### src/rtl/nibbler_dbg_pkg.sv
// Shared definitions for the Nibbler debug/run controller: command codes,
// sequencer states and default widths.
package nibbler_dbg_pkg;

  localparam int DEF_PC_W   = 12;
  localparam int DEF_STEP_W = 8;
  localparam int DEF_CNT_W  = 16;

  localparam logic [2:0] CMD_NOP    = 3'd0;
  localparam logic [2:0] CMD_RUN    = 3'd1;
  localparam logic [2:0] CMD_HALT   = 3'd2;
  localparam logic [2:0] CMD_STEP   = 3'd3;
  localparam logic [2:0] CMD_SET_BP = 3'd4;
  localparam logic [2:0] CMD_CLR_BP = 3'd5;
  localparam logic [2:0] CMD_CLR_CNT = 3'd6;

  typedef enum logic [2:0] {
    HALT     = 3'd0,
    RUN      = 3'd1,
    STOPPING = 3'd2,
    STEP     = 3'd3,
    BRK      = 3'd4
  } run_state_t;

endpackage

### src/rtl/nibbler_run_ctrl_if.sv
// Debug command port of the Nibbler run controller.
interface nibbler_run_ctrl_if #(
  parameter int PC_W = nibbler_dbg_pkg::DEF_PC_W
) ();

  logic            cmd_valid;
  logic [2:0]      cmd;
  logic [PC_W-1:0] cmd_arg;
  logic            cmd_ready;

  modport master (output cmd_valid, output cmd, output cmd_arg, input cmd_ready);
  modport slave  (input cmd_valid, input cmd, input cmd_arg, output cmd_ready);

endinterface

### src/rtl/nibbler_bp_match.sv
// Single PC breakpoint: address register, enable flag and equality match.
module nibbler_bp_match #(
  parameter int PC_W = nibbler_dbg_pkg::DEF_PC_W
) (
  input  logic            clock,
  input  logic            reset,
  input  logic            i_set,
  input  logic            i_clr,
  input  logic [PC_W-1:0] i_addr,
  input  logic [PC_W-1:0] i_pc,
  output logic            o_en,
  output logic            o_match
);

  logic            r_bp_en;
  logic [PC_W-1:0] r_bp_addr;

  always_ff @(posedge clock or negedge reset) begin
    if (!reset) begin
      r_bp_en   <= 1'b0;
      r_bp_addr <= '0;
    end else if (i_set) begin
      r_bp_en   <= 1'b1;
      r_bp_addr <= i_addr;
    end else if (i_clr) begin
      r_bp_en   <= 1'b0;
    end
  end

  assign o_en    = r_bp_en;
  assign o_match = r_bp_en && (i_pc == r_bp_addr);

endmodule

### src/rtl/nibbler_run_ctrl.sv
// Run/halt/single-step sequencer for the Nibbler CPU; gates the core through
// cpu_en and only ever stops it on an instruction boundary (phase=0).
module nibbler_run_ctrl
  import nibbler_dbg_pkg::*;
#(
  parameter int PC_W         = DEF_PC_W,
  parameter int STEP_W       = DEF_STEP_W,
  parameter int CNT_W        = DEF_CNT_W,
  parameter bit RUN_ON_RESET = 1'b0
) (
  input  logic                clock,
  input  logic                reset,
  nibbler_run_ctrl_if.slave   dbg,
  input  logic [PC_W-1:0]     pc,
  input  logic                phase,
  output logic                cpu_en,
  output logic                halted,
  output logic                bp_hit,
  output logic [CNT_W-1:0]    retired
);

  localparam run_state_t          RESET_STATE = run_state_t'(RUN_ON_RESET ? RUN : HALT);
  localparam logic [STEP_W-1:0]   STEP_ONE    = STEP_W'(1);

  run_state_t        r_state;
  logic [STEP_W-1:0] r_step_rem;
  logic              r_skip_bp;
  logic [CNT_W-1:0]  r_retired;

  logic              w_ready;
  logic              w_accept;
  logic              w_bp_en;
  logic              w_bp_match;
  logic              w_bp_stop;
  logic              w_retire;
  logic [STEP_W-1:0] w_step_arg;
  logic [STEP_W-1:0] w_step_load;

  assign w_ready       = (r_state == HALT) || (r_state == BRK) || (r_state == RUN);
  assign dbg.cmd_ready = w_ready;
  assign w_accept      = dbg.cmd_valid && w_ready;

  nibbler_bp_match #(.PC_W(PC_W)) u_bp (
    .clock   (clock),
    .reset   (reset),
    .i_set   (w_accept && (dbg.cmd == CMD_SET_BP)),
    .i_clr   (w_accept && (dbg.cmd == CMD_CLR_BP)),
    .i_addr  (dbg.cmd_arg),
    .i_pc    (pc),
    .o_en    (w_bp_en),
    .o_match (w_bp_match)
  );

  // Breakpoints are only honoured while free-running, at a fetch boundary.
  assign w_bp_stop   = (r_state == RUN) && !phase && w_bp_match && !r_skip_bp;
  assign w_step_arg  = dbg.cmd_arg[STEP_W-1:0];
  assign w_step_load = (w_step_arg == '0) ? STEP_ONE : w_step_arg;

  always_comb begin
    cpu_en = 1'b0;
    unique case (r_state)
      HALT, BRK: cpu_en = 1'b0;
      RUN:       cpu_en = !w_bp_stop;
      STOPPING:  cpu_en = phase;
      STEP:      cpu_en = phase || (r_step_rem != '0);
      default:   cpu_en = 1'b0;
    endcase
  end

  assign w_retire = cpu_en && phase;

  always_ff @(posedge clock or negedge reset) begin
    if (!reset) begin
      r_state    <= RESET_STATE;
      r_step_rem <= '0;
      r_skip_bp  <= 1'b0;
    end else begin
      if (cpu_en && !phase) begin
        r_skip_bp <= 1'b0;
      end
      unique case (r_state)
        HALT, BRK: begin
          if (w_accept) begin
            if (dbg.cmd == CMD_RUN) begin
              r_state   <= RUN;
              r_skip_bp <= 1'b1;
            end else if (dbg.cmd == CMD_HALT) begin
              r_state <= HALT;
            end else if (dbg.cmd == CMD_STEP) begin
              r_state    <= STEP;
              r_step_rem <= w_step_load;
            end
          end
        end
        RUN: begin
          if (w_bp_stop) begin
            r_state <= BRK;
          end else if (w_accept && (dbg.cmd == CMD_HALT)) begin
            r_state <= STOPPING;
          end
        end
        STOPPING: begin
          if (!phase) begin
            r_state <= HALT;
          end
        end
        STEP: begin
          if (!phase && (r_step_rem == '0)) begin
            r_state <= HALT;
          end else if (w_retire) begin
            r_step_rem <= r_step_rem - 1'b1;
          end
        end
        default: r_state <= HALT;
      endcase
    end
  end

  always_ff @(posedge clock or negedge reset) begin
    if (!reset) begin
      r_retired <= '0;
    end else if (w_accept && (dbg.cmd == CMD_CLR_CNT)) begin
      r_retired <= '0;
    end else if (w_retire) begin
      r_retired <= r_retired + 1'b1;
    end
  end

  assign retired = r_retired;
  assign halted  = (r_state == HALT) || (r_state == BRK);
  assign bp_hit  = (r_state == BRK);

endmodule

### src/flat_wrapper.sv
// flat-port wrapper written by rule: the top's interface ports become plain ports
module nibbler_run_ctrl_flat import nibbler_dbg_pkg::*;
#(
  parameter int PC_W         = DEF_PC_W,
  parameter int STEP_W       = DEF_STEP_W,
  parameter int CNT_W        = DEF_CNT_W,
  parameter bit RUN_ON_RESET = 1'b0
)
  (clock, reset, pc, phase, cpu_en, halted, bp_hit, retired, dbg_cmd_valid, dbg_cmd, dbg_cmd_arg, dbg_cmd_ready);
  nibbler_run_ctrl_if #(.PC_W(PC_W)) dbg_i ();
  input  logic clock;
  input  logic reset;
  input  logic [PC_W-1:0] pc;
  input  logic phase;
  output logic cpu_en;
  output logic halted;
  output logic bp_hit;
  output logic [CNT_W-1:0] retired;
  input wire logic [$bits(dbg_i.cmd_valid)-1:0] dbg_cmd_valid;
  input wire logic [$bits(dbg_i.cmd)-1:0] dbg_cmd;
  input wire logic [$bits(dbg_i.cmd_arg)-1:0] dbg_cmd_arg;
  output wire logic [$bits(dbg_i.cmd_ready)-1:0] dbg_cmd_ready;
  assign dbg_i.cmd_valid = dbg_cmd_valid;
  assign dbg_i.cmd = dbg_cmd;
  assign dbg_i.cmd_arg = dbg_cmd_arg;
  assign dbg_cmd_ready = dbg_i.cmd_ready;
  nibbler_run_ctrl #(.PC_W(PC_W), .STEP_W(STEP_W), .CNT_W(CNT_W), .RUN_ON_RESET(RUN_ON_RESET)) u_core (.clock(clock), .reset(reset), .dbg(dbg_i), .pc(pc), .phase(phase), .cpu_en(cpu_en), .halted(halted), .bp_hit(bp_hit), .retired(retired));
endmodule
### config.mk
export PLATFORM = sky130hd
export DESIGN_NAME = nibbler_run_ctrl_flat
export DESIGN_NICKNAME = d
export VERILOG_FILES = /design/src/rtl/nibbler_dbg_pkg.sv /design/src/rtl/nibbler_run_ctrl_if.sv /design/src/rtl/nibbler_bp_match.sv /design/src/rtl/nibbler_run_ctrl.sv /design/src/flat_wrapper.sv
export SDC_FILE = /design/constraint.sdc
export NUM_CORES = 1
export LEC_CHECK = 0
export ABC_AREA = 1
export BUFFER_PORTS_ARGS = -buffer_cell sky130_fd_sc_hd__buf_4
export CORE_MARGIN = 2
export CORE_UTILIZATION = 35
export CTS_BUF_LIST = sky130_fd_sc_hd__clkbuf_8
export DETAILED_ROUTE_END_ITERATION = 16
export GPL_ROUTABILITY_DRIVEN = 0
export PLACE_DENSITY = 0.6
export SETUP_SLACK_MARGIN = 0.2
export SLEW_MARGIN = 20
export SYNTH_ARGS = -nofsm -noshare
export SYNTH_HDL_FRONTEND = slang
export SYNTH_SLANG_ARGS = --single-unit
### constraint.sdc
create_clock -name clock -period 1.5 [get_ports clock]
set_input_delay 0.075 -clock clock [delete_from_list [all_inputs] [get_ports clock]]
set_output_delay 0.075 -clock clock [all_outputs]
set_load 0.005 [all_outputs]
==> results.json, run 1 <==
{
  "run_status": "finished with violations",
  "synth_seq_cells": 41,
  "syn_nets": 411,
  "grt_use_met2": 0.3698,
  "ios": 51,
  "wirelength_um": 8489,
  "synth_cell_types": 32,
  "grt_pass1_vias": 2934,
  "grt_antenna_before_repair": 0,
  "core_mm2": 0.007292,
  "cts_max_path_buffers": 2,
  "finalSetupViolCount": 42,
  "clock_skew_ps": 4.120,
  "portBuffers": 50,
  "syn2layout_area_growth_pct": 63.00,
  "finalHoldViolCount": 0,
  "layout.nets": 537,
  "power.total_mw": 7.857,
  "wl_per_cell_um": 14.08,
  "dr.pass1.iters": 4,
  "fin_ws_ps": -270.7,
  "grt_max_degree": 42,
  "cap_viol_max_count": 0,
  "end_kind": "register",
  "drcViolationCount": 0,
  "min_period_ps": 1771,
  "dpl-instance-area_mm2": 0.003491,
  "die_height_um": 91.04,
  "busiest_layer": "met2",
  "ir_worst_vdd_mv": 0.6639,
  "maxSlewHeadroom": 0.6258,
  "clk_pin_slew_ps": 80,
  "critical_path_arrival_ps": 1950,
  "worstPathRequired_ps": 1680,
  "cts_buffers": 5,
  "netlist_area_mm2": 0.002651,
  "worst_setup_path_start_kind": "register",
  "synthCells": 377,
  "synth_seq_area_share": 0.3870,
  "floorplan.die_area_mm2": 0.008287,
  "fin_crit_sh": 1.180,
  "rsz0062_at_grt": "true",
  "grt_use_met1": 0.2628,
  "drive_above_1_share": 0.4167,
  "max_freq_mhz": 564.8,
  "hpwl_um": 5195,
  "yosysWarnings": 0,
  "drt_iter0_drc": 149,
  "floorplan.rows": 31,
  "hp-class": "in -> reg",
  "grtUsageMet3": 0.02905,
  "power.leakage_nw": 2.224,
  "path_class": "reg -> reg",
  "finalMaxSlewViolations": 0,
  "postRouteAntennaNets": 0,
  "power.density_mw_per_mm2": 1818,
  "clock_latency_ps": 290,
  "worst_slew_pin_slew_ps": 561.3,
  "viasPerCell": 4.932,
  "grt_overflow": 0,
  "n_antenna_cell": 0,
  "die_w_um": 91.04,
  "cts.sinks": 41,
  "grt_usage": 0.2080,
  "syn_avg_cell_area_um2": 7.033,
  "h-tree-depth": 2,
  "tns_ps": -7594,
  "vias": 2974,
  "start_util": 0.3636,
  "crit_fanout": 8,
  "violations": "negative setup slack",
  "cts_tree": "yes",
  "design_area_mm2": 0.004322,
  "cts_root_buf": "clkbuf_8",
  "grt_pass1_wl_um": 14000
}
-- sequential cells by signal (all words and copies together), names as in the netlist --
name,flops
u_core.retired,16
u_core.u_bp.r_bp_addr,12
u_core.r_step_rem,8
u_core.r_state,3
u_core.r_skip_bp,1
u_core.u_bp.o_en,1
-- cell usage after synthesis --
| cell | count | area share |
|---|---|---|
| buf_2 | 3 | 0.0057 |
| buf_4 | 1 | 0.0028 |
| dfrtp_1 | 41 | 0.39 |
| o21ai_0 | 15 | 0.028 |
| a21oi_1 | 7 | 0.013 |
| ha_1 | 3 | 0.014 |
| nand2_2 | 4 | 0.0094 |
| buf_6 | 1 | 0.0042 |
| nor3_1 | 4 | 0.0076 |
| a31oi_1 | 1 | 0.0024 |
| or2_2 | 3 | 0.0071 |
| nand2_1 | 104 | 0.15 |
| xor2_1 | 10 | 0.033 |
| nand2_4 | 3 | 0.013 |
| nand3b_1 | 7 | 0.020 |
| a21oi_4 | 1 | 0.0061 |
| nand4_1 | 9 | 0.021 |
| nand3_1 | 46 | 0.087 |
| o211ai_1 | 1 | 0.0028 |
| xnor2_1 | 4 | 0.013 |
| o21bai_1 | 1 | 0.0028 |
| o21a_1 | 1 | 0.0028 |
| clkbuf_1 | 4 | 0.0057 |
| inv_1 | 48 | 0.068 |
| nand3_2 | 1 | 0.0038 |
| inv_2 | 3 | 0.0042 |
| nor2_1 | 42 | 0.059 |
| nor4_1 | 3 | 0.0071 |
| nor3_4 | 1 | 0.0061 |
| o211a_1 | 1 | 0.0038 |
| o22ai_1 | 3 | 0.0071 |
| nor2_4 | 1 | 0.0042 |
-- cell usage in the layout (no fill, tap or decap), drive strengths merged --
| cell | n |
|---|---|
| nor4 | 3 |
| nand3b | 7 |
| or2 | 3 |
| a21oi | 8 |
| o211a | 1 |
| nand4 | 9 |
| dlygate4sd3 | 1 |
| o211ai | 1 |
| xor2 | 10 |
| nand3 | 47 |
| buf | 123 |
| clkinv | 2 |
| clkbuf | 6 |
| bufbuf | 2 |
| o22ai | 3 |
| o21bai | 1 |
| a31oi | 1 |
| inv | 52 |
| o21ai | 15 |
| xnor2 | 4 |
| dfrtp | 41 |
| nand2 | 112 |
| nor3 | 5 |
| o21a | 1 |
| nor2 | 43 |
| ha | 3 |
-- path summary, 6_finish.rpt --
path	start	endpoint	slack, ps	depth (start not counted)
min in group asynchronous	reset	u_core.u_bp.r_bp_addr[2]	310	2
setup reg to reg	u_core.u_bp.r_bp_addr[1]	u_core.retired[9]	-270	12
max in group asynchronous	reset	u_core.r_state[0]	770	2
hold / removal	dbg_cmd_arg[8]	u_core.u_bp.r_bp_addr[8]	30	3
hold reg to reg	u_core.r_step_rem[1]	u_core.r_step_rem[1]	520	2
setup / recovery	u_core.u_bp.r_bp_addr[1]	u_core.retired[9]	-270	12
-- timing repair --
item,CTS,global route
hold buffers,1,0
setup endpoints to repair,43,44
endpoints found under the hold margin,41,0
setup buffers,23,7
pin swaps,10,12
cloned,6,1
gates resized for setup,70,25
-- power breakdown --
| part | switching (mW) | internal, mW |
|---|---|---|
| clock network | 0.397 | 0.317 |
| registers | 0.430 | 1.54 |
| logic | 2.40 | 2.77 |
-- routing by layer --
layer	part of all wire	vias up
li1	-	1464
met1	0.42	1431
met2	0.52	69
met3	0.039	10
met4	0.015	0
met5	0	-
-- cell families after synthesis --
family | after synthesis | share of synthesized area
AND/OR/NAND/NOR | 228 | 0.3926
adder cells (fa/ha/maj) | 3 | 0.01416
flip-flops | 41 | 0.3870
XOR/XNOR | 14 | 0.04625
buffers and inverters | 60 | 0.09060
AO/OA/AOI/OAI | 31 | 0.06938
-- per-stage QoR --
step / hold WS [ps] / std cells / setup WS (ps) / util
after detailed placement: 107.6 / 557 / -171.9 / 0.4787
after global placement: 101.5 / 557 / -88.93 / 0.4787
final: 28.44 / 603 / -270.7 / 0.5927
after CTS: 16.17 / 595 / -202.2 / 0.5691
after floorplan: -220.6 / 377 / -44.78 / -
after global routing: 23.98 / 603 / -379.1 / 0.5927
-- critical path: stages, from the launching register on --
cell,delay [ps]
dfrtp_1,410
nor2_1,120
nor2_1,60
nor2_1,80
nand2_1,90
nor2_2,130
nand2_2,90
nand2_4,90
buf_6,100
a21oi_4,60
bufbuf_16,270
nand3b_1,90
nand2_1,50
-- area by class of cell --
class,instances,area (µm²)
inverters,51,193.9
multi-input cells,277,1695
repair buffers,127,1199
clock inverters,3,13.76
fillers,640,2970
flip-flops and latches,41,1027
well taps,99,123.9
clock buffers,5,68.82
Power figures use the tool's default switching activity.
==> inputs of run 2 (changes only) <==
--- a/config.mk
+++ b/config.mk
@@ -13,7 +13,7 @@
 export DETAILED_ROUTE_END_ITERATION = 16
 export GPL_ROUTABILITY_DRIVEN = 0
 export PLACE_DENSITY = 0.6
-export SETUP_SLACK_MARGIN = 0.2
+export SETUP_SLACK_MARGIN = 0.5
 export SLEW_MARGIN = 20
 export SYNTH_ARGS = -nofsm -noshare
 export SYNTH_HDL_FRONTEND = slang
==> run 2 against run 1 <==
Against the previous run: the flow still finishes with violations (negative setup slack); design area about the same; global-route usage is 1.7 points lower; wire length decreased by 3.2%; non-clock buffer count is 6 higher; sequential cell count stayed put; first-iteration DRC count down 25%; clock power up 31%; register-to-register slack improved by 70 ps; combinational power fell by 3%; largest power group unchanged; utilization is essentially flat; sequential share of layout area is 0.30 points higher.
==> results.json, run 2 (same netlist as run 1, synthesis figures left out) <==
{
  "finalHoldViolCount": 0,
  "viasPerCell": 4.828,
  "finalMaxSlewViolations": 0,
  "cap_viol_max_count": 0,
  "cts_buffers": 5,
  "reg2reg_from": "u_core.r_state[1]",
  "grt_pass1_vias": 2700,
  "violations": "negative setup slack",
  "grt_usage": 0.1912,
  "final_cell_mix": "buf_4, nand2_1, inv_1",
  "ir_worst_vdd_mv": 0.6821,
  "crit_fanout": 2,
  "regToRegSetupSlack_ps": -200,
  "grt_max_degree": 42,
  "worstPathRequired_ps": 1420,
  "clock_skew_ps": 12.55,
  "run_status": "finished with violations",
  "grt_antenna_before_repair": 0,
  "placedCellCount": 556,
  "floorplan.die_area_mm2": 0.008287,
  "postRouteAntennaNets": 0,
  "crit_chain": "inv_1 -> nand2_1 -> nand2_1 -> nor2_1 -> nand2_1 -> nor2_1 -> nand2_1 -> nand2_2 -> nand2_4 -> buf_6 -> buf_6",
  "start_util": 0.3636,
  "tns_ps": -6598,
  "critical_path_arrival_ps": 1630,
  "reg2reg_depth": 11,
  "crit_end": "cpu_en",
  "die_w_um": 91.04,
  "hold_slack_ps": 27.63,
  "drt_iter0_drc": 112,
  "core_mm2": 0.007292,
  "end_kind": "primary output",
  "power.total_mw": 7.905,
  "hpwl_um": 5108,
  "fin_ws_ps": -202.5,
  "layout_commonest_cell": "buf_4",
  "min_period_ps": 1702,
  "cts_root_buf": "clkbuf_8",
  "portBuffers": 50,
  "critical-path-max-stage-delay_ps": 370,
  "clk_pin_slew_ps": 90,
  "vias": 2940,
  "worst_slew_pin_slew_ps": 551.9,
  "path_common_cell": "nand2_1",
  "finalSetupViolCount": 43,
  "cts_tree": "yes",
  "floorplan.rows": 31,
  "cts.sinks": 41,
  "path_class": "reg -> out",
  "cp_slowest_cell": "dfrtp_1",
  "ios": 51,
  "path_buf_inv": 3,
  "worst_setup_path_start_kind": "register",
  "max_freq_mhz": 587.4,
  "cts_max_path_buffers": 2,
  "wirelength_um": 8216,
  "grt_pass1_wl_um": 12950,
  "drcViolationCount": 0,
  "largest_register_ffs": 16,
  "power.leakage_nw": 2.229,
  "grt_overflow": 0,
  "power.density_mw_per_mm2": 1830,
  "critical-path-top-delay-family": "simple AND/OR/NAND/NOR gates",
  "maxSlewHeadroom": 0.6321,
  "wl_per_cell_um": 13.49,
  "dr.pass1.iters": 4,
  "h-tree-depth": 2,
  "drive_above_1_share": 0.4216,
  "fin_crit_sh": 1.135,
  "startpoint": "u_core.u_bp.r_bp_addr[11]",
  "die_height_um": 91.04,
  "stdcell_count": 609,
  "final_util": 0.5925,
  "clock_latency_ps": 300,
  "rsz0062_at_grt": "true",
  "syn2layout_area_growth_pct": 62.95,
  "cp.depth": 11,
  "n_antenna_cell": 0,
  "layout.nets": 543,
  "r2r-end": "u_core.retired[10]",
  "hp-class": "in -> reg"
}
## run 2: cell types whose count changed in the layout (fill, tap and decap cells not counted), moves of 4 or more
cell / change
buf_4: -7
buf_6: +19
dfrtp_1: -10
dfrtp_2: +10
nand2_1: +14
nand2_2: -11
nor2_1: +4
nor2_2: -4
## run 2: repair_timing
| action | CTS | global route |
|---|---|---|
| setup buffers | 25 | 15 |
| hold buffers | 1 | 0 |
| setup endpoints to repair | 50 | 58 |
| pin swaps | 24 | 10 |
| gates resized for setup | 63 | 45 |
| endpoints found under the hold margin | 41 | 0 |
| gates cloned | 1 | 3 |
## run 2: stage by stage
stage	instance area [µm²]	setup WS, ps
after floorplan	2708	-44.38
after global placement	3471	-85.74
after detailed placement	3471	-116.0
after CTS	4013	-165.9
after global routing	4320	-376.9
final	4320	-202.5
## run 2: how the worst min path moves through the flow
stage | startpoint | to | slack (ps) | depth (start not counted)
after detailed placement | reset | u_core.u_bp.r_bp_addr[3] | 110 | 1
final | dbg_cmd_arg[9] | u_core.u_bp.r_bp_addr[9] | 30 | 3
after floorplan | reset | u_core.r_skip_bp | -220 | 0
after global routing | dbg_cmd_arg[11] | u_core.u_bp.r_bp_addr[11] | 20 | 3
after CTS | dbg_cmd_arg[10] | u_core.u_bp.r_bp_addr[10] | 20 | 3
after global placement | reset | u_core.u_bp.r_bp_addr[2] | 110 | 1
## run 2: routing by layer
| metal | GRT usage | vias up | share of wire |
|---|---|---|---|
| met1 | 0.2547 | 1384 | 0.43 |
| met3 | 0.03402 | 17 | 0.037 |
| li1 | - | 1474 | - |
| met4 | 0.06944 | 0 | 0.029 |
| met5 | 0 | - | 0 |
| met2 | 0.3111 | 65 | 0.50 |
## run 2: report_power, final
part	total, mW	leakage, nW	switching [mW]	internal [mW]
logic	5.04	1.66	2.37	2.68
clock network	0.933	0.0626	0.397	0.537
registers	1.93	0.505	0.379	1.55
total	7.90	2.23	3.14	4.76
## run 2: layout make-up
class                           instances  area [µm²]
Fill cell                             669        2972
Multi-Input combinational cell        277        1644
Timing Repair Buffer                  133        1197
Sequential cell                        41        1040
Inverter                               51       198.9
Tap cell                               99       123.9
Clock buffer                            6       82.58
Clock inverter                          2       33.78
## run 2: tightest hold or removal path, cell delays in order
cell	delay, ps
buf_4	90
nor2_4	30
a21oi_2	90
